<file path="src/rtl/seg_display_scan.sv">
// Purpose: converts an ALU result to BCD (double-dabble) and scans it onto a common-anode 7-segment display.
// Latency: done pulses DATA_W+1 cycles after the accepting edge; segment/anode outputs lag the scan index by one cycle.
// Backpressure: in_ready is low from accept until done; in_valid is ignored while a conversion runs.
module seg_display_scan #(
  parameter int DATA_W      = 16,
  parameter int DIGITS      = 5,
  parameter int SIGNED_MODE = 1,
  parameter int REFRESH_DIV = 50000
) (
  input  logic              clk,
  input  logic              rst_n,
  input  logic [DATA_W-1:0] in_data,
  input  logic              in_valid,
  output logic              in_ready,
  input  logic              display_en,
  output logic              done,
  output logic              overflow,
  output logic [6:0]        seg_n,
  output logic [DIGITS-1:0] an_n
);

  localparam int BCD_W = 4 * DIGITS;
  localparam int CNT_W = $clog2(DATA_W + 1);
  localparam int IDX_W = (DIGITS > 1) ? $clog2(DIGITS) : 1;
  localparam int REF_W = (REFRESH_DIV > 1) ? $clog2(REFRESH_DIV) : 1;

  localparam logic [6:0] SEG_BLANK = 7'b1111111;
  localparam logic [6:0] SEG_MINUS = 7'b0111111;
  localparam logic [6:0] SEG_E     = 7'b0000110;

  typedef enum logic [1:0] {S_IDLE, S_CONVERT, S_COMMIT} state_e;

  // Team digit table, active-low {g,f,e,d,c,b,a}.
  function automatic logic [6:0] digit_seg(input logic [3:0] d);
    case (d)
      4'd0:    digit_seg = 7'b1000000;
      4'd1:    digit_seg = 7'b1111001;
      4'd2:    digit_seg = 7'b0100100;
      4'd3:    digit_seg = 7'b0110000;
      4'd4:    digit_seg = 7'b0011001;
      4'd5:    digit_seg = 7'b0010010;
      4'd6:    digit_seg = 7'b0000010;
      4'd7:    digit_seg = 7'b1111000;
      4'd8:    digit_seg = 7'b0000000;
      4'd9:    digit_seg = 7'b0010000;
      default: digit_seg = SEG_BLANK;
    endcase
  endfunction

  state_e              state_q, state_d;
  logic                sign_q, sign_d;
  logic [DATA_W-1:0]   mag_q, mag_d;
  logic [BCD_W-1:0]    bcd_q, bcd_d;
  logic [BCD_W-1:0]    bcd_adj;
  logic                ovf_scr_q, ovf_scr_d;
  logic                ovf_bit;
  logic [CNT_W-1:0]    bitcnt_q, bitcnt_d;
  logic                commit;

  logic [6:0]          pat_q [DIGITS];
  logic [6:0]          pat_c [DIGITS];
  logic                ovf_c;
  int                  msd;
  logic                overflow_q, done_q;
  // Cleared by reset, set by the first commit: keeps every anode dark until real digits exist.
  logic                lit_q;

  logic [REF_W-1:0]    ref_q;
  logic [IDX_W-1:0]    idx_q;
  logic [6:0]          seg_n_q;
  logic [DIGITS-1:0]   an_n_q;

  // Double-dabble correction: add 3 to every nibble that is 5 or more before the shift.
  always_comb begin
    bcd_adj = '0;
    for (int i = 0; i < DIGITS; i++) begin
      bcd_adj[4*i +: 4] = (bcd_q[4*i +: 4] >= 4'd5) ? bcd_q[4*i +: 4] + 4'd3 : bcd_q[4*i +: 4];
    end
  end

  // Next-state logic for the accept / convert / commit sequence.
  always_comb begin
    state_d   = state_q;
    sign_d    = sign_q;
    mag_d     = mag_q;
    bcd_d     = bcd_q;
    ovf_scr_d = ovf_scr_q;
    bitcnt_d  = bitcnt_q;
    ovf_bit   = 1'b0;
    commit    = 1'b0;
    case (state_q)
      S_IDLE: begin
        if (in_valid) begin
          sign_d    = (SIGNED_MODE != 0) && in_data[DATA_W-1];
          mag_d     = sign_d ? -in_data : in_data;
          bcd_d     = '0;
          ovf_scr_d = 1'b0;
          bitcnt_d  = CNT_W'(DATA_W);
          state_d   = S_CONVERT;
        end
      end
      S_CONVERT: begin
        {ovf_bit, bcd_d} = {bcd_adj, mag_q[DATA_W-1]};
        mag_d     = mag_q << 1;
        ovf_scr_d = ovf_scr_q | ovf_bit;
        bitcnt_d  = bitcnt_q - CNT_W'(1);
        if (bitcnt_q == CNT_W'(1)) state_d = S_COMMIT;
      end
      S_COMMIT: begin
        commit  = 1'b1;
        state_d = S_IDLE;
      end
      default: state_d = S_IDLE;
    endcase
  end

  // Display patterns from the finished BCD: blank leading zeros, minus above msd, "E" on overflow.
  always_comb begin
    msd = 0;
    for (int i = 0; i < DIGITS; i++) begin
      if (bcd_q[4*i +: 4] != 4'd0) msd = i;
    end
    ovf_c = ovf_scr_q || (sign_q && (msd == DIGITS - 1));
    for (int i = 0; i < DIGITS; i++) begin
      if (ovf_c)                      pat_c[i] = SEG_E;
      else if (i <= msd)              pat_c[i] = digit_seg(bcd_q[4*i +: 4]);
      else if (sign_q && i == msd + 1) pat_c[i] = SEG_MINUS;
      else                            pat_c[i] = SEG_BLANK;
    end
  end

  // Conversion state registers.
  always_ff @(posedge clk or negedge rst_n) begin
    if (!rst_n) begin
      state_q   <= S_IDLE;
      sign_q    <= 1'b0;
      mag_q     <= '0;
      bcd_q     <= '0;
      ovf_scr_q <= 1'b0;
      bitcnt_q  <= '0;
    end else begin
      state_q   <= state_d;
      sign_q    <= sign_d;
      mag_q     <= mag_d;
      bcd_q     <= bcd_d;
      ovf_scr_q <= ovf_scr_d;
      bitcnt_q  <= bitcnt_d;
    end
  end

  // Committed display contents; overflow holds until the next commit.
  always_ff @(posedge clk or negedge rst_n) begin
    if (!rst_n) begin
      for (int i = 0; i < DIGITS; i++) pat_q[i] <= SEG_BLANK;
      overflow_q <= 1'b0;
      done_q     <= 1'b0;
      lit_q      <= 1'b0;
    end else begin
      done_q <= commit;
      if (commit) begin
        for (int i = 0; i < DIGITS; i++) pat_q[i] <= pat_c[i];
        overflow_q <= ovf_c;
        lit_q      <= 1'b1;
      end
    end
  end

  // Free-running scan: refresh divider, position index and registered pin drivers.
  always_ff @(posedge clk or negedge rst_n) begin
    if (!rst_n) begin
      ref_q   <= '0;
      idx_q   <= '0;
      seg_n_q <= SEG_BLANK;
      an_n_q  <= '1;
    end else begin
      if (ref_q == REF_W'(REFRESH_DIV - 1)) begin
        ref_q <= '0;
        idx_q <= (idx_q == IDX_W'(DIGITS - 1)) ? '0 : idx_q + IDX_W'(1);
      end else begin
        ref_q <= ref_q + REF_W'(1);
      end
      if (display_en && lit_q) begin
        seg_n_q <= pat_q[idx_q];
        an_n_q  <= ~(DIGITS'(1) << idx_q);
      end else begin
        seg_n_q <= SEG_BLANK;
        an_n_q  <= '1;
      end
    end
  end

  assign in_ready = (state_q == S_IDLE);
  assign done     = done_q;
  assign overflow = overflow_q;
  assign seg_n    = seg_n_q;
  assign an_n     = an_n_q;

endmodule
</file>
<file path="config.mk">
export PLATFORM = sky130hd
export DESIGN_NAME = seg_display_scan
export DESIGN_NICKNAME = d
export VERILOG_FILES = /design/src/rtl/seg_display_scan.sv
export SDC_FILE = /design/constraint.sdc
export NUM_CORES = 1
export LEC_CHECK = 0
export ABC_AREA = 1
export BUFFER_PORTS_ARGS = -buffer_cell sky130_fd_sc_hd__buf_2
export CAP_MARGIN = 20
export CORE_MARGIN = 2
export CORE_UTILIZATION = 45
export CTS_BUF_LIST = sky130_fd_sc_hd__clkbuf_4
export CTS_CLUSTER_SIZE = 12
export DETAILED_ROUTE_END_ITERATION = 10
export MAX_ROUTING_LAYER = met4
export PLACE_DENSITY_LB_ADDON = 0.08
export SLEW_MARGIN = 20
export SYNTH_ARGS = -nofsm -noshare
export SYNTH_HDL_FRONTEND = slang
export SYNTH_SLANG_ARGS = --single-unit
</file>
<file path="constraint.sdc">
create_clock -name clk -period 2.3 [get_ports clk]
set_clock_uncertainty 0.15 [all_clocks]
set_input_delay 0.345 -clock clk [delete_from_list [all_inputs] [get_ports clk]]
set_output_delay 0.345 -clock clk [all_outputs]
set_load 0.01 [all_outputs]
</file>
# Word level (Yosys, flattened, before mapping)
# Memory sizes are Yosys's and may differ from the RTL's.
# Index checks and enable logic that the tools add are counted.
# Widths: inputs -> output; s select.
# op_classes
n_lt_le_gt_ge	11
shift	1
mul	0
n_bitwise	3
div_mod_pow	0
add_sub_neg	10
n_eq_ne	12
n_mux	44
reduce_logical	18
# ops
cell	n
$mux 7	18
$mux 32	3
$eq 3x32->1 const A	2
$le 3x32->1 const A	2
$mux 16	3
$pmux 20 s2	1
$add 32x2->32 const B	1
$eq 2x32->1 const A	1
$eq 32x4->1 const B	1
$eq 4x32->1 const A	1
$le 1x32->1 const A	1
$le 2x32->1 const A	1
$le 4x32->1 const A	1
$logic_not 32->1	1
$pmux 16 s2	1
$bmux 7 s3	1
$add 4x2->4 const B	5
$ge 4x3->1 const B	5
$mux 20	1
$mux 4	5
$add 16x1->16 const B	1
$eq 16x16->1 const B	1
$neg 16->16	1
$reduce_bool 4->1	4
other kinds (24)	37
# word_totals
elab_cells	122
romBits	560
latchBits	0
input_bits	20
memories	5
mem_bits_rw	0
regBits	114
# mem_list
name	words	word_bits	rd	rd_ports_with_merged_regs	write_ports	line	rtl
(name not given)	16	7	1	0	0	35	case (d)
(name not given)	16	7	1	0	0	35	
(name not given)	16	7	1	0	0	35	
(name not given)	16	7	1	0	0	35	
(name not given)	16	7	1	0	0	35	

# Depth between registers and ports, before layout
# Gate-level depths: netlist (run 1).
# depth
ltp_word	11
depth_mapped	9
mapped_depth_nobuf	9

# Least setup slack after synthesis (run 1)
# No wires, ideal clock.
# synth_timing
path_kind	register -> register
startpoint	reg bcd_q[16]
endpoint	reg pat_q[14] (netlist name)
synth_period_minus_slack_ns	1.617
path_slack_ns	0.683
required_ns	2.071
path_buffers	1
stages_incl_launch_ff	10
arrival_ns	1.389
path_cell_list	dfrtp_1 > inv_1 > ha_1 > nand2_4 > a21oi_4 > nand2_2 > inv_2 > buf_6 > o21ai_0 > o21ai_0
# synth_via
elab_chain_cells	6
# synth_lines
element	line	rtl
start, declared	53	logic [BCD_W-1:0] bcd_q, bcd_d;
start signal, assigned	138	bcd_q <= '0;
start signal, assigned	145	bcd_q <= bcd_d;
$reduce_bool 4->1 (*)	121	if (bcd_q[4*i +: 4] != 4'd0) msd = i;
$mux 32 (*)	121	
parallel branches: the longest is 3 deep, another holds $le 3x32->1	n/a	
$mux 7 (*)	125	if (ovf_c) pat_c[i] = SEG_E;
end, declared	60	logic [6:0] pat_q [DIGITS];
# Mark *: on every way between the ends.
# A chain may end at the register's enable or synchronous reset.

# Worst setup path in the final report (run 1)
# layout_timing
startpoint	reg bcd_q[16]
endpoint	reg pat_q[13] (netlist name)
# layout_via
elab_chain_cells	8
# layout_lines
element	line	rtl
$reduce_bool 4->1 (*)	121	
$mux 32 (*)	121	
$add 32x2->32	127	else if (sign_q && i == msd + 1) pat_c[i] = SEG_MINUS;
$eq 3x32->1	127	
$logic_and 1x1->1	127	
$mux 7	127	
$mux 7	126	else if (i <= msd) pat_c[i] = digit_seg(bcd_q[4*i +: 4]);
$mux 7 (*)	125	
# Every way passes the cells marked *; elsewhere a longest branch is shown, timed or not.

==> impl_results.rst, run 1 <==
.. list-table::
   :header-rows: 1

   * - Metric
     - Value
   * - Status
     - finished, final reports clean
   * - Initial core utilization
     - 0.461
   * - Post-Layout Cell Count
     - 1120
   * - Data required, critical path
     - 2.60 ns
   * - Max-capacitance violation count
     - 0
   * - Synth cell types
     - 42
   * - Setup total negative slack
     - 0 ns
   * - Clock latency of the later-clocked register in the worst-skew pair
     - 0.52 ns
   * - Global-route wire length before repair
     - between 20000 and 30000 um
   * - Mean instance size in the synthesized netlist
     - 7.74 sq um
   * - GRT Residual Overflow
     - 0
   * - Detailed Place HPWL
     - 11500 um
   * - Clock Sinks
     - around 110
   * - CP Class
     - flip-flop to flip-flop
   * - Final-report hold violation count
     - 0
   * - Port buffer count
     - 34
   * - Avg WL per Cell
     - 14.3 um
   * - Number of vias in the routed layout
     - 5885
   * - Number of antenna violations at the first check in global routing
     - 1
   * - Floorplan die height
     - 126 um
   * - Tightest Hold Check Type
     - input pin to flip-flop
   * - Startpoint Class
     - flip-flop
   * - Fraction of layout cells with a size suffix above 1
     - 0.154
   * - Area Growth Syn to Fin
     - 11.2%
   * - Met3 layer wire length in the routed design
     - 560 um
   * - Largest stage delay on the critical path
     - 0.44 ns
   * - P per Cell Area
     - roughly 1100 nW/um^2
   * - Critical-path cell with the highest stage delay
     - sky130_fd_sc_hd__dfrtp_1
   * - Total of flip-flops plus latches after synthesis
     - 114
   * - Arrival time at the worst endpoint
     - 2.36 ns
   * - Maximum clock frequency
     - 484 MHz
   * - I/O pins
     - 35
   * - Number of nets in the finished design
     - 981
   * - Synthesized cell area
     - 6710 sq um
   * - Clock tree from TritonCTS
     - yes
   * - Hold Path Cell Cnt
     - 3
   * - Count of yosys warnings during synthesis
     - 0
   * - Number of buffers on the longest clock path
     - 2
   * - Routability congestion estimate from global placement
     - 0.909
   * - DRT Wirelength
     - about 16000 um
   * - Std-Cell Rows
     - 44
   * - Max-slew headroom
     - 0.498
   * - Min Clock Period, post-route
     - 2.07 ns
   * - Clock slew seen by the registers of the worst setup and hold paths
     - 0.10 ns
   * - Via count of the first global-routing pass
     - 5694
   * - Cell Count Post-Placement
     - ~1100
   * - TritonCTS Buffers
     - 17
   * - Path depth of the worst reg2reg path
     - 8
   * - Unrepaired setup endpoints after global routing
     - false
   * - Final count of pins violating max slew
     - 0
   * - Net count of the mapped netlist
     - a little over 900
   * - Worst Path Max Fanout
     - 21
   * - DRT iter0 DRCs
     - 385
   * - Transition time at the pin with the least slew margin
     - 0.747 ns
   * - Maximum ir drop on the vdd rail
     - 0.539 mV
   * - Width of the die
     - 126 um
   * - Area enclosed by the die boundary
     - 15900 sq um
   * - ANT nets after route
     - 0
   * - CP endpoint kind
     - flip-flop
   * - Most frequent standard cell in the layout excluding fill and tap cells
     - sky130_fd_sc_hd__nand2_1
   * - Global router's overall resource usage
     - 0.217
   * - Final setup fails
     - 0
   * - Buffer cell driving the clock tree root
     - sky130_fd_sc_hd__clkbuf_4
   * - Highest layer used for signal routing
     - met4
   * - Via density per instance
     - 5.25
   * - DRC errors left
     - 0
   * - Most frequent cells in the layout
     - 206 x sky130_fd_sc_hd__nand2_1, 96 x sky130_fd_sc_hd__inv_1, 83 x sky130_fd_sc_hd__nor2_1
   * - Detailed Routing Iterations Pass 1
     - 5
   * - Post-route fraction of the period consumed by the critical path
     - 0.899
   * - Routed metal-1 wirelength
     - 7510 um
   * - Critical path, cell by cell
     - inv_1 -> ha_1 -> nand2_4 -> a21oi_4 -> nand2_2 -> inv_2 -> nand2_1 -> o21ai_0
   * - Fill cells
     - 1410
   * - Leakage component of the power
     - 3.58 nW
   * - Fraction of the yosys area taken by sequential cells
     - 0.434
   * - Register-to-register setup slack
     - 0.23 ns
   * - Pin count of the biggest net entering global routing
     - 43
   * - Mapped Cells
     - approximately 870
   * - Detail Route met2 WL
     - 7630 um
   * - Number of levels in the clock H-tree
     - 4
   * - Floorplan Core Area
     - 14500 sq um
   * - CTS resizes
     - 0
[cell families (layout without fill, tap and decap cells)]
logic type / Yosys count / count (layout) / share of synthesized area
xor+xnor: 13 / 13 / 0.0170
fa+ha+maj: 39 / 39 / 0.0728
simple gates: 378 / 378 / 0.240
flops: 114 / 114 / 0.434
other cells: 0 / 1 / 0
buf+inv: 130 / 199 / 0.0791
compound gates: 192 / 192 / 0.157
[worst max-delay path, delay by kind of cell, from the launching register on]
kind	cells	cell delay (ns)
flops	1	0.44
simple gates	3	0.28
fa+ha+maj	1	0.26
buf+inv	2	0.48
compound gates	2	0.39
[path summary, 6_finish.rpt]
kind	from	endpoint
worst min-delay path	in_data[15]	sign_q$_DFFE_PN0P_
worst max register to register	bcd_q[16]$_DFFE_PN0P_	pat_q[13]$_DFFE_PN1P_
max in group asynchronous	rst_n	pat_q[28]$_DFFE_PN1P_
worst max-delay path	bcd_q[16]$_DFFE_PN0P_	pat_q[13]$_DFFE_PN1P_
worst min register to register	pat_q[27]$_DFFE_PN1P_	pat_q[27]$_DFFE_PN1P_
min in group asynchronous	rst_n	bcd_q[15]$_DFFE_PN0P_
[where the power goes]
group          internal (mW)  total (mW)  switching (mW)
logic                   1.34        3.75            2.41
registers               2.68        3.16           0.478
clock network          0.459        1.18           0.723
total                   4.47        8.09            3.61
[state kept, by name, indices dropped and copies added, names as in the netlist, 2 cells and up]
name      cells
bcd_q        20
mag_q        16
state_q       2
ref_q        16
seg_n         7
bitcnt_q      5
idx_q         3
an_n          5
pat_q        35
[area by class of cell]
class / count / area (sq um) / area share
inverter: 106 / 398 / 0.0534
clock inverter: 10 / 45.0 / 0.00604
clock buffer: 22 / 165 / 0.0222
sequential: 114 / 2910 / 0.391
tap: 184 / 230 / 0.0309
multi-input combinational: 622 / 3260 / 0.438
timing repair buffer: 61 / 438 / 0.0588
antenna: 1 / 2.50 / 0.000336
[cell usage after synthesis (all sizes together)]
| library cell | count | area (sq um) |
|---|---|---|
| a31oi | 1 | 6.26 |
| o22ai | 11 | 68.8 |
| a22oi | 14 | 105 |
| clkinv | 3 | 11.3 |
| nor3b | 1 | 7.51 |
| or2 | 1 | 6.26 |
| a2bb2oi | 1 | 8.76 |
| nand3b | 3 | 22.5 |
| buf | 16 | 101 |
| dfrtp | 67 | 1680 |
| inv | 103 | 387 |
| dfstp | 47 | 1230 |
| a21oi | 52 | 275 |
| clkbuf | 8 | 31.3 |
| ha | 39 | 488 |
| o211ai | 4 | 30.0 |
| and2 | 1 | 6.26 |
| nor3 | 8 | 45.0 |
| xor2 | 12 | 105 |
| nand3 | 51 | 255 |
| o21bai | 1 | 7.51 |
| o31ai | 1 | 7.51 |
| nand4 | 12 | 81.3 |
| o221ai | 1 | 8.76 |
| o21ai | 106 | 534 |
| nor2 | 90 | 375 |
| nand2 | 211 | 810 |
| xnor2 | 1 | 8.76 |
[timing repair]
action / CTS / global route
hold endpoints to repair: 50 / 0
hold buffers: 15 / 0
setup buffers: 0 / 0
[per-layer routing]
metal | GRT usage | up-vias
met5 | - | -
met4 | 0.0685 | 0
met3 | 0.0467 | 21
met2 | 0.355 | 117
met1 | 0.271 | 2786
li1 | - | 2961
[through the flow]
step                 util  hold WS (ns)  area, sq um  setup WS (ns)  total power, mW
floorplan               -        -0.101         6710          0.683             5.87
global placement    0.488         0.204         7090          0.343             6.80
detailed placement  0.488         0.208         7090          0.261             6.88
CTS                 0.513        0.0560         7450          0.232             8.13
global route        0.513        0.0837         7450         0.0745             8.89
finish              0.513         0.101         7450          0.233             8.09
(Power assumes the default switching activity.)
==> run 2: changes to the inputs <==
--- a/config.mk
+++ b/config.mk
@@ -9,7 +9,7 @@
 export BUFFER_PORTS_ARGS = -buffer_cell sky130_fd_sc_hd__buf_2
 export CAP_MARGIN = 20
 export CORE_MARGIN = 2
-export CORE_UTILIZATION = 45
+export CORE_UTILIZATION = 40
 export CTS_BUF_LIST = sky130_fd_sc_hd__clkbuf_4
 export CTS_CLUSTER_SIZE = 12
 export DETAILED_ROUTE_END_ITERATION = 10
==> constraint.sdc (replaced) <==
create_clock -name clk -period 2.3 [get_ports clk]
set_clock_uncertainty 0.15 [all_clocks]
set_input_delay 0.345 -clock clk [delete_from_list [all_inputs] [get_ports clk]]
set_output_delay 0.345 -clock clk [all_outputs]
set_load 0.1 [all_outputs]
==> run 2 against run 1 <==
Compared with the run above:
- power rose by 5.0%
- wire length fell by 2.0%
- critical path depth down 6
- hold slack worse by 0.070 ns
- setup slack gained 0.0061 ns
- global-route usage fell by 2.5 points
- via count is 1.7% lower
- register-to-register slack better by 0.02 ns
- maximum frequency grew 0.30%
- combinational power grew 5.3%
- critical path type is now flip-flop to output pin
- largest power group unchanged
==> impl_results.rst, run 2 (synthesis results as in run 1) <==
.. list-table::
   :header-rows: 1

   * - Metric
     - Value
   * - P per Cell Area
     - 1130 nW/um^2 (was 1090 nW/um^2)
   * - Std-Cell Rows
     - 47 (was 44)
   * - Unrepaired setup endpoints after global routing
     - false (unchanged)
   * - Post-route fraction of the period consumed by the critical path
     - 0.896 (was 0.899)
   * - Number of nets in the finished design
     - 980 (was 981)
   * - Clock slew seen by the registers of the worst setup and hold paths
     - 0.10 ns (about the same)
   * - Floorplan die height
     - 133 um (was 126 um)
   * - Hold path startpoint
     - in_data[3] (was in_data[15])
   * - Path depth of the worst reg2reg path
     - 8 (unchanged)
   * - Routability congestion estimate from global placement
     - 0.935 (was 0.909)
   * - Start point of the critical path
     - state_q[1]$_DFFE_PN0P_ (was bcd_q[16]$_DFFE_PN0P_)
   * - Capture endpoint of the worst hold path
     - mag_q[3]$_DFFE_PN0P_ (was sign_q$_DFFE_PN0P_)
   * - Placed standard-cell area
     - 7130 sq um (was 7090 sq um)
   * - Initial core utilization
     - 0.407 (was 0.461)
   * - Via count of the first global-routing pass
     - 5590 (was 5694)
   * - Floorplan Core Area
     - 16500 sq um (was 14500 sq um)
   * - Clock tree from TritonCTS
     - yes (unchanged)
   * - Final count of pins violating max slew
     - 0 (unchanged)
   * - Min Clock Period, post-route
     - 2.06 ns (was 2.07 ns)
   * - Tightest Hold Check Type
     - input pin to flip-flop (unchanged)
   * - Area Growth Syn to Fin
     - 12.5% (was 11.2%)
   * - Via density per instance
     - 5.01 (was 5.25)
   * - Global-route wire length before repair
     - 26700 um (was 27300 um)
   * - Power consumption
     - 8.49 mW (was 8.09 mW)
   * - Clock Sinks
     - 114 (unchanged)
   * - Most frequent standard cell in the layout excluding fill and tap cells
     - sky130_fd_sc_hd__nand2_1 (unchanged)
   * - Transition time at the pin with the least slew margin
     - 0.662 ns (was 0.747 ns)
   * - Largest register FFs
     - 35 (unchanged)
   * - Fraction of layout cells with a size suffix above 1
     - 0.156 (was 0.154)
   * - ANT nets after route
     - 0 (unchanged)
   * - CTS resizes
     - 0 (unchanged)
   * - Maximum ir drop on the vdd rail
     - 0.605 mV (was 0.539 mV)
   * - Area enclosed by the die boundary
     - 17800 sq um (was 15900 sq um)
   * - Cell Count Post-Placement
     - 1107 (was 1072)
   * - Final-report hold violation count
     - 0 (unchanged)
   * - Global router's overall resource usage
     - 0.192 (was 0.217)
   * - Most frequent cells in the layout
     - 206 x sky130_fd_sc_hd__nand2_1, 96 x sky130_fd_sc_hd__inv_1, 82 x sky130_fd_sc_hd__nor2_1, 82 x sky130_fd_sc_hd__o21ai_0, 67 x sky130_fd_sc_hd__dfrtp_1 (was 206 x sky130_fd_sc_hd__nand2_1, 96 x sky130_fd_sc_hd__inv_1, 83 x sky130_fd_sc_hd__nor2_1)
   * - Area of all placed cells without fillers
     - 7540 sq um (was 7450 sq um)
   * - CP delay by family, top
     - buffers and inverters (unchanged)
   * - CP endpoint kind
     - output pin (was flip-flop)
   * - Final setup fails
     - 0 (unchanged)
   * - Avg WL per Cell
     - 13.6 um (was 14.3 um)
   * - DRT Wirelength
     - 15700 um (was 16000 um)
   * - Number of antenna violations at the first check in global routing
     - 1 (unchanged)
   * - Register-to-register setup slack
     - 0.25 ns (was 0.23 ns)
   * - RR Endpoint
     - pat_q[14]$_DFFE_PN1P_ (was pat_q[13]$_DFFE_PN1P_)
   * - Startpoint Class
     - flip-flop (unchanged)
   * - Clock latency of the later-clocked register in the worst-skew pair
     - 0.54 ns (was 0.52 ns)
   * - Maximum clock frequency
     - 485 MHz (was 484 MHz)
   * - Largest stage delay on the critical path
     - 0.45 ns (was 0.44 ns)
   * - Register name with the most flops
     - pat_q (unchanged)
   * - Pin count of the biggest net entering global routing
     - 48 (was 43)
   * - GRT Residual Overflow
     - 0 (unchanged)
   * - Critical-path cell with the highest stage delay
     - sky130_fd_sc_hd__buf_2 (was sky130_fd_sc_hd__dfrtp_1)
   * - Number of levels in the clock H-tree
     - 4 (unchanged)
   * - Critical path, cell by cell
     - nor2_2 -> buf_2 (was inv_1 -> ha_1 -> nand2_4 -> a21oi_4 -> nand2_2 -> inv_2 -> nand2_1 -> o21ai_0)
   * - Utilization of the core after routing
     - 0.458 (was 0.513)
   * - Leakage component of the power
     - 3.59 nW (was 3.58 nW)
   * - Buffer cell driving the clock tree root
     - sky130_fd_sc_hd__clkbuf_4 (unchanged)
   * - Worst Path Max Fanout
     - 3 (was 21)
   * - Setup total negative slack
     - 0 ns (unchanged)
   * - Detailed Place HPWL
     - 11600 um (was 11500 um)
   * - TritonCTS Buffers
     - 17 (unchanged)
   * - Port buffer count
     - 34 (unchanged)
   * - Arrival time at the worst endpoint
     - 1.57 ns (was 2.36 ns)
   * - CP Class
     - flip-flop to output pin (was flip-flop to flip-flop)
   * - Post-Layout Cell Count
     - 1155 (was 1120)
   * - Max-slew headroom
     - 0.559 (was 0.498)
   * - Number of buffers and inverters on the critical path
     - 1 (was 2)
   * - Hold Path Cell Cnt
     - 3 (unchanged)
   * - I/O pins
     - 35 (unchanged)
   * - DRC errors left
     - 0 (unchanged)
   * - Largest regs
     - pat_q x35, bcd_q x20 (unchanged)
   * - Number of buffers on the longest clock path
     - 2 (unchanged)
   * - Status
     - finished, final reports clean (unchanged)
   * - Width of the die
     - 133 um (was 126 um)
   * - Number of vias in the routed layout
     - 5787 (was 5885)
   * - DRT iter0 DRCs
     - 355 (was 385)
   * - Reg-to-reg critical path startpoint
     - bcd_q[17]$_DFFE_PN0P_ (was bcd_q[16]$_DFFE_PN0P_)
   * - Detailed Routing Iterations Pass 1
     - 5 (unchanged)
   * - Max-capacitance violation count
     - 0 (unchanged)
   * - Data required, critical path
     - 1.80 ns (was 2.60 ns)
[run 2: changes by cell type in the layout (fill, tap and decap cells not counted), sizes merged]
cell,previous run,this run
clkinvlp,1,3
buf,46,45
clkbuf,22,18
bufinv,0,2
[run 2: worst max-delay path by stage]
stage                            end  slack (ns)  cells after the start
5_1_grt        pat_q[13]$_DFFE_PN1P_        0.09                      8
3_5_place_dp   pat_q[14]$_DFFE_PN1P_        0.28                      8
6_report                    in_ready        0.24                      2
4_1_cts                     in_ready        0.18                      2
3_3_place_gp   pat_q[17]$_DFFE_PN1P_        0.39                      8
2_1_floorplan  mag_q[15]$_DFFE_PN0P_       0.005                      7
[run 2: per-stage QoR]
stage	worst slack, ns	hold WS, ns
after floorplan	0.00510	-0.101
after global placement	0.395	0.261
after detailed placement	0.284	0.263
after CTS	0.177	0.0112
after global routing	0.0909	0.00320
final	0.239	0.0308
[run 2: layout make-up]
class                      count  area, sq um
sequential                   114         2910
tap                          220          275
timing repair buffer          60          430
multi-input combinational    622         3270
inverter                     106          398
fill                        1634         8920
clock inverter                14          123
clock buffer                  18          135
antenna                        1         2.50
[run 2: per-layer routing]
layer / share of wire / track usage / vias up
met5: 0 / - / -
met4: 0.013 / 0.0561 / 0
met3: 0.040 / 0.0422 / 16
met2: 0.46 / 0.300 / 111
met1: 0.48 / 0.252 / 2712
li1: - / - / 2948
[run 2: repair_timing]
item / in CTS / in global routing
hold buffers: 15 / 0
buffers inserted: 0 / 0
hold endpoints to repair: 28 / 0
[run 2: worst min-delay path, delay by kind of cell]
family / cells / cell delay (ns)
buffers and inverters: 1 / 0.11
XOR/XNOR: 1 / 0.07
AO/OA/AOI/OAI: 1 / 0.15
[run 2: power breakdown]
part,internal [mW],switching [mW],total (mW)
Sequential,2.68,0.474,3.15
Combinational,1.31,2.64,3.95
Clock,0.630,0.761,1.39
==> run 3: changes to the inputs <==
==> constraint.sdc (replaced) <==
create_clock -name clk -period 1.99 [get_ports clk]
set_clock_uncertainty 0.15 [all_clocks]
set_input_delay 0.2985 -clock clk [delete_from_list [all_inputs] [get_ports clk]]
set_output_delay 0.2985 -clock clk [all_outputs]
set_load 0.1 [all_outputs]
==> run 3 against run 2 <==
Compared with the run above:
- sequential power increased by 16%
- non-clock buffer count increased by 10
- combinational power increased by 16%
- flip-flop and latch count unchanged
- wire length decreased by 1.1%
- die area unchanged
- largest cell class unchanged
==> impl_results.rst, run 3 (synthesis results as in run 1) <==
.. list-table::
   :header-rows: 1

   * - Metric
     - Value
   * - Status
     - finished, final reports clean (unchanged)
   * - Clock tree from TritonCTS
     - yes (unchanged)
   * - Largest regs
     - pat_q x35, bcd_q x20 (unchanged)
   * - Fraction of layout cells with a size suffix above 1
     - 0.167 (was 0.156)
   * - Floorplan die height
     - 133 um (unchanged)
   * - Hold Path Cell Cnt
     - 4 (was 3)
   * - Maximum clock frequency
     - about 540 MHz
   * - Data required, critical path
     - 1.54 ns (was 1.80 ns)
   * - Clock slew seen by the registers of the worst setup and hold paths
     - 0.11 ns (was 0.10 ns)
   * - Number of antenna violations at the first check in global routing
     - 1 (unchanged)
   * - TritonCTS Buffers
     - 17 (unchanged)
   * - Min Clock Period, post-route
     - 1.86 ns
   * - Width of the die
     - 133 um (unchanged)
   * - Global router's overall resource usage
     - 0.189 (was 0.192)
   * - Critical path, cell by cell
     - nor2_4 -> buf_4 (was nor2_2 -> buf_2)
   * - Initial core utilization
     - 0.407 (unchanged)
   * - Critical path depth in cells
     - 2 (unchanged)
   * - Most frequent cells in the layout
     - 206 x sky130_fd_sc_hd__nand2_1, 96 x sky130_fd_sc_hd__inv_1, 82 x sky130_fd_sc_hd__nor2_1 (was 206 x sky130_fd_sc_hd__nand2_1, 96 x sky130_fd_sc_hd__inv_1, 82 x sky130_fd_sc_hd__nor2_1, 82 x sky130_fd_sc_hd__o21ai_0, 67 x sky130_fd_sc_hd__dfrtp_1)
   * - Tightest Hold Check Type
     - input pin to flip-flop (unchanged)
   * - Floorplan Core Area
     - 16500 sq um (unchanged)
   * - Leakage component of the power
     - 3.67 nW (was 3.59 nW)
   * - Area enclosed by the die boundary
     - 17800 sq um (unchanged)
   * - Clock latency of the later-clocked register in the worst-skew pair
     - 0.55 ns (was 0.54 ns)
   * - I/O pins
     - 35 (unchanged)
   * - Fill cells
     - 1656 (was 1634)
   * - Detailed Routing Iterations Pass 1
     - 5 (unchanged)
   * - Clock Sinks
     - 114 (unchanged)
   * - Number of buffers and inverters on the critical path
     - 1 (unchanged)
   * - Avg WL per Cell
     - 13.3 um (was 13.6 um)
   * - Worst Path Max Fanout
     - 3 (unchanged)
   * - Cell Count Post-Placement
     - 1115 (was 1107)
   * - Max-capacitance violation count
     - 0 (unchanged)
   * - Final count of pins violating max slew
     - 0 (unchanged)
   * - CP delay by family, top
     - flip-flops (was buffers and inverters)
   * - Number of nets in the finished design
     - 990 (was 980)
   * - Critical-path cell with the highest stage delay
     - sky130_fd_sc_hd__dfrtp_1 (was sky130_fd_sc_hd__buf_2)
   * - Buffer cell driving the clock tree root
     - sky130_fd_sc_hd__clkbuf_4 (unchanged)
   * - DRT Wirelength
     - 15500 um (was 15700 um)
   * - Pin count of the biggest net entering global routing
     - 42 (was 48)
   * - Setup total negative slack
     - 0 ns (unchanged)
   * - Global-route wire length before repair
     - 26200 um (was 26700 um)
   * - ANT nets after route
     - 0 (unchanged)
   * - Area of the multi-input gates
     - 3280 sq um (was 3270 sq um)
   * - Detailed Place HPWL
     - 11400 um (was 11600 um)
   * - Area Growth Syn to Fin
     - 15.1% (was 12.5%)
   * - Number of vias in the routed layout
     - 5779 (was 5787)
   * - Most frequent standard cell in the layout excluding fill and tap cells
     - sky130_fd_sc_hd__nand2_1 (unchanged)
   * - Largest stage delay on the critical path
     - 0.46 ns (was 0.45 ns)
   * - Transition time at the pin with the least slew margin
     - 0.486 ns (was 0.662 ns)
   * - CP Class
     - flip-flop to output pin (unchanged)
   * - GRT Residual Overflow
     - 0 (unchanged)
   * - Final-report hold violation count
     - 0 (unchanged)
   * - Unrepaired setup endpoints after global routing
     - false (unchanged)
   * - Worst hold slack after final layout
     - 0.0397 ns (was 0.0308 ns)
   * - Routability congestion estimate from global placement
     - 0.875 (was 0.935)
   * - P per Cell Area
     - 1310 nW/um^2 (was 1130 nW/um^2)
   * - Port buffer count
     - 34 (unchanged)
   * - DRC errors left
     - 0 (unchanged)
   * - Via count of the first global-routing pass
     - 5612 (was 5590)
   * - Arrival time at the worst endpoint
     - 1.41 ns (was 1.57 ns)
   * - Post-Layout Cell Count
     - 1165 (was 1155)
   * - Max-slew headroom
     - 0.678 (was 0.559)
   * - CP endpoint kind
     - output pin (unchanged)
   * - DRT iter0 DRCs
     - 357 (was 355)
   * - Largest register FFs
     - 35 (unchanged)
   * - FF/Latch Area
     - 2910 sq um (unchanged)
   * - Final setup fails
     - 0 (unchanged)
   * - Post-route fraction of the period consumed by the critical path
     - 0.934
   * - Maximum ir drop on the vdd rail
     - 1.25 mV (was 0.605 mV)
   * - Path depth of the worst reg2reg path
     - 8 (unchanged)
   * - Register name with the most flops
     - pat_q (unchanged)
   * - Startpoint Class
     - flip-flop (unchanged)
   * - Std-Cell Rows
     - 47 (unchanged)
   * - Via density per instance
     - 4.96 (was 5.01)
   * - Number of buffers on the longest clock path
     - 2 (unchanged)
   * - Number of levels in the clock H-tree
     - 4 (unchanged)
==> run 3: cell count changes in the layout (fill, tap and decap cells not counted), sizes merged <==
cell         before  now
clkinvlp          3    4
clkbuf           18   29
bufinv            2    3
buf              45   41
inv             103  104
clkinv           12   10
dlygate4sd3      15   17
==> run 3: final timing paths <==
check                                            start               endpoint  slack (ns)
worst max register to register   bcd_q[16]$_DFFE_PN0P_  pat_q[17]$_DFFE_PN1P_        0.16
max in group asynchronous                        rst_n   pat_q[8]$_DFFE_PN1P_        0.99
min in group asynchronous                        rst_n         done$_DFF_PN0_        0.05
worst max-delay path            state_q[1]$_DFFE_PN0P_               in_ready        0.13
worst min-delay path                        display_en     seg_n[2]$_DFF_PN1_        0.04
worst min register to register       lit_q$_DFFE_PN0P_      lit_q$_DFFE_PN0P_        0.33
==> run 3: worst register-to-register path, delay by kind of cell (launching register included) <==
family	cells	cell delay, ns
AO/OA/AOI/OAI	3	0.46
flip-flops	1	0.44
buffers and inverters	2	0.32
adder cells (fa/ha/maj)	1	0.22
AND/OR/NAND/NOR	2	0.17
==> run 3: layout make-up <==
class	instances	share of cell area
well taps	220	0.0357
repair buffers	70	0.0704
clock inverters	15	0.0237
inverters	106	0.0517
flip-flops and latches	114	0.377
multi-input cells	622	0.424
diodes	1	0.000324
clock buffers	17	0.0165
==> run 3: per-stage QoR <==
stage | instance area, sq um | utilization | worst slack, ns | power [mW]
finish | 7720 | 0.469 | 0.132 | 10.1
global route | 7720 | 0.469 | 0.0331 | 11.1
CTS | 7680 | 0.466 | 0.00580 | 10.2
detailed placement | 7200 | 0.437 | 0.103 | 8.21
global placement | 7200 | 0.437 | 0.171 | 8.17
floorplan | 6710 | - | 0.0506 | 7.07
==> run 3: timing repair <==
item                                    CTS  global route
resized for setup                         1            15
endpoints found under the setup margin    1            22
buffers inserted                          0             0
hold endpoints to repair                 95             0
hold buffers                             17             0
==> run 3: routing by layer <==
metal / track usage / part of all wire / vias up
li1: - / - / 2974
met1: 0.234 / 0.48 / 2682
met2: 0.308 / 0.47 / 110
met3: 0.0422 / 0.033 / 13
met4: 0.0597 / 0.014 / 0
met5: - / 0 / -
==> run 3: power breakdown <==
part           internal [mW]  switching (mW)  total [mW]
Sequential              3.09           0.565        3.66
Clock                  0.878           0.993        1.87
Combinational           1.58            3.00        4.59
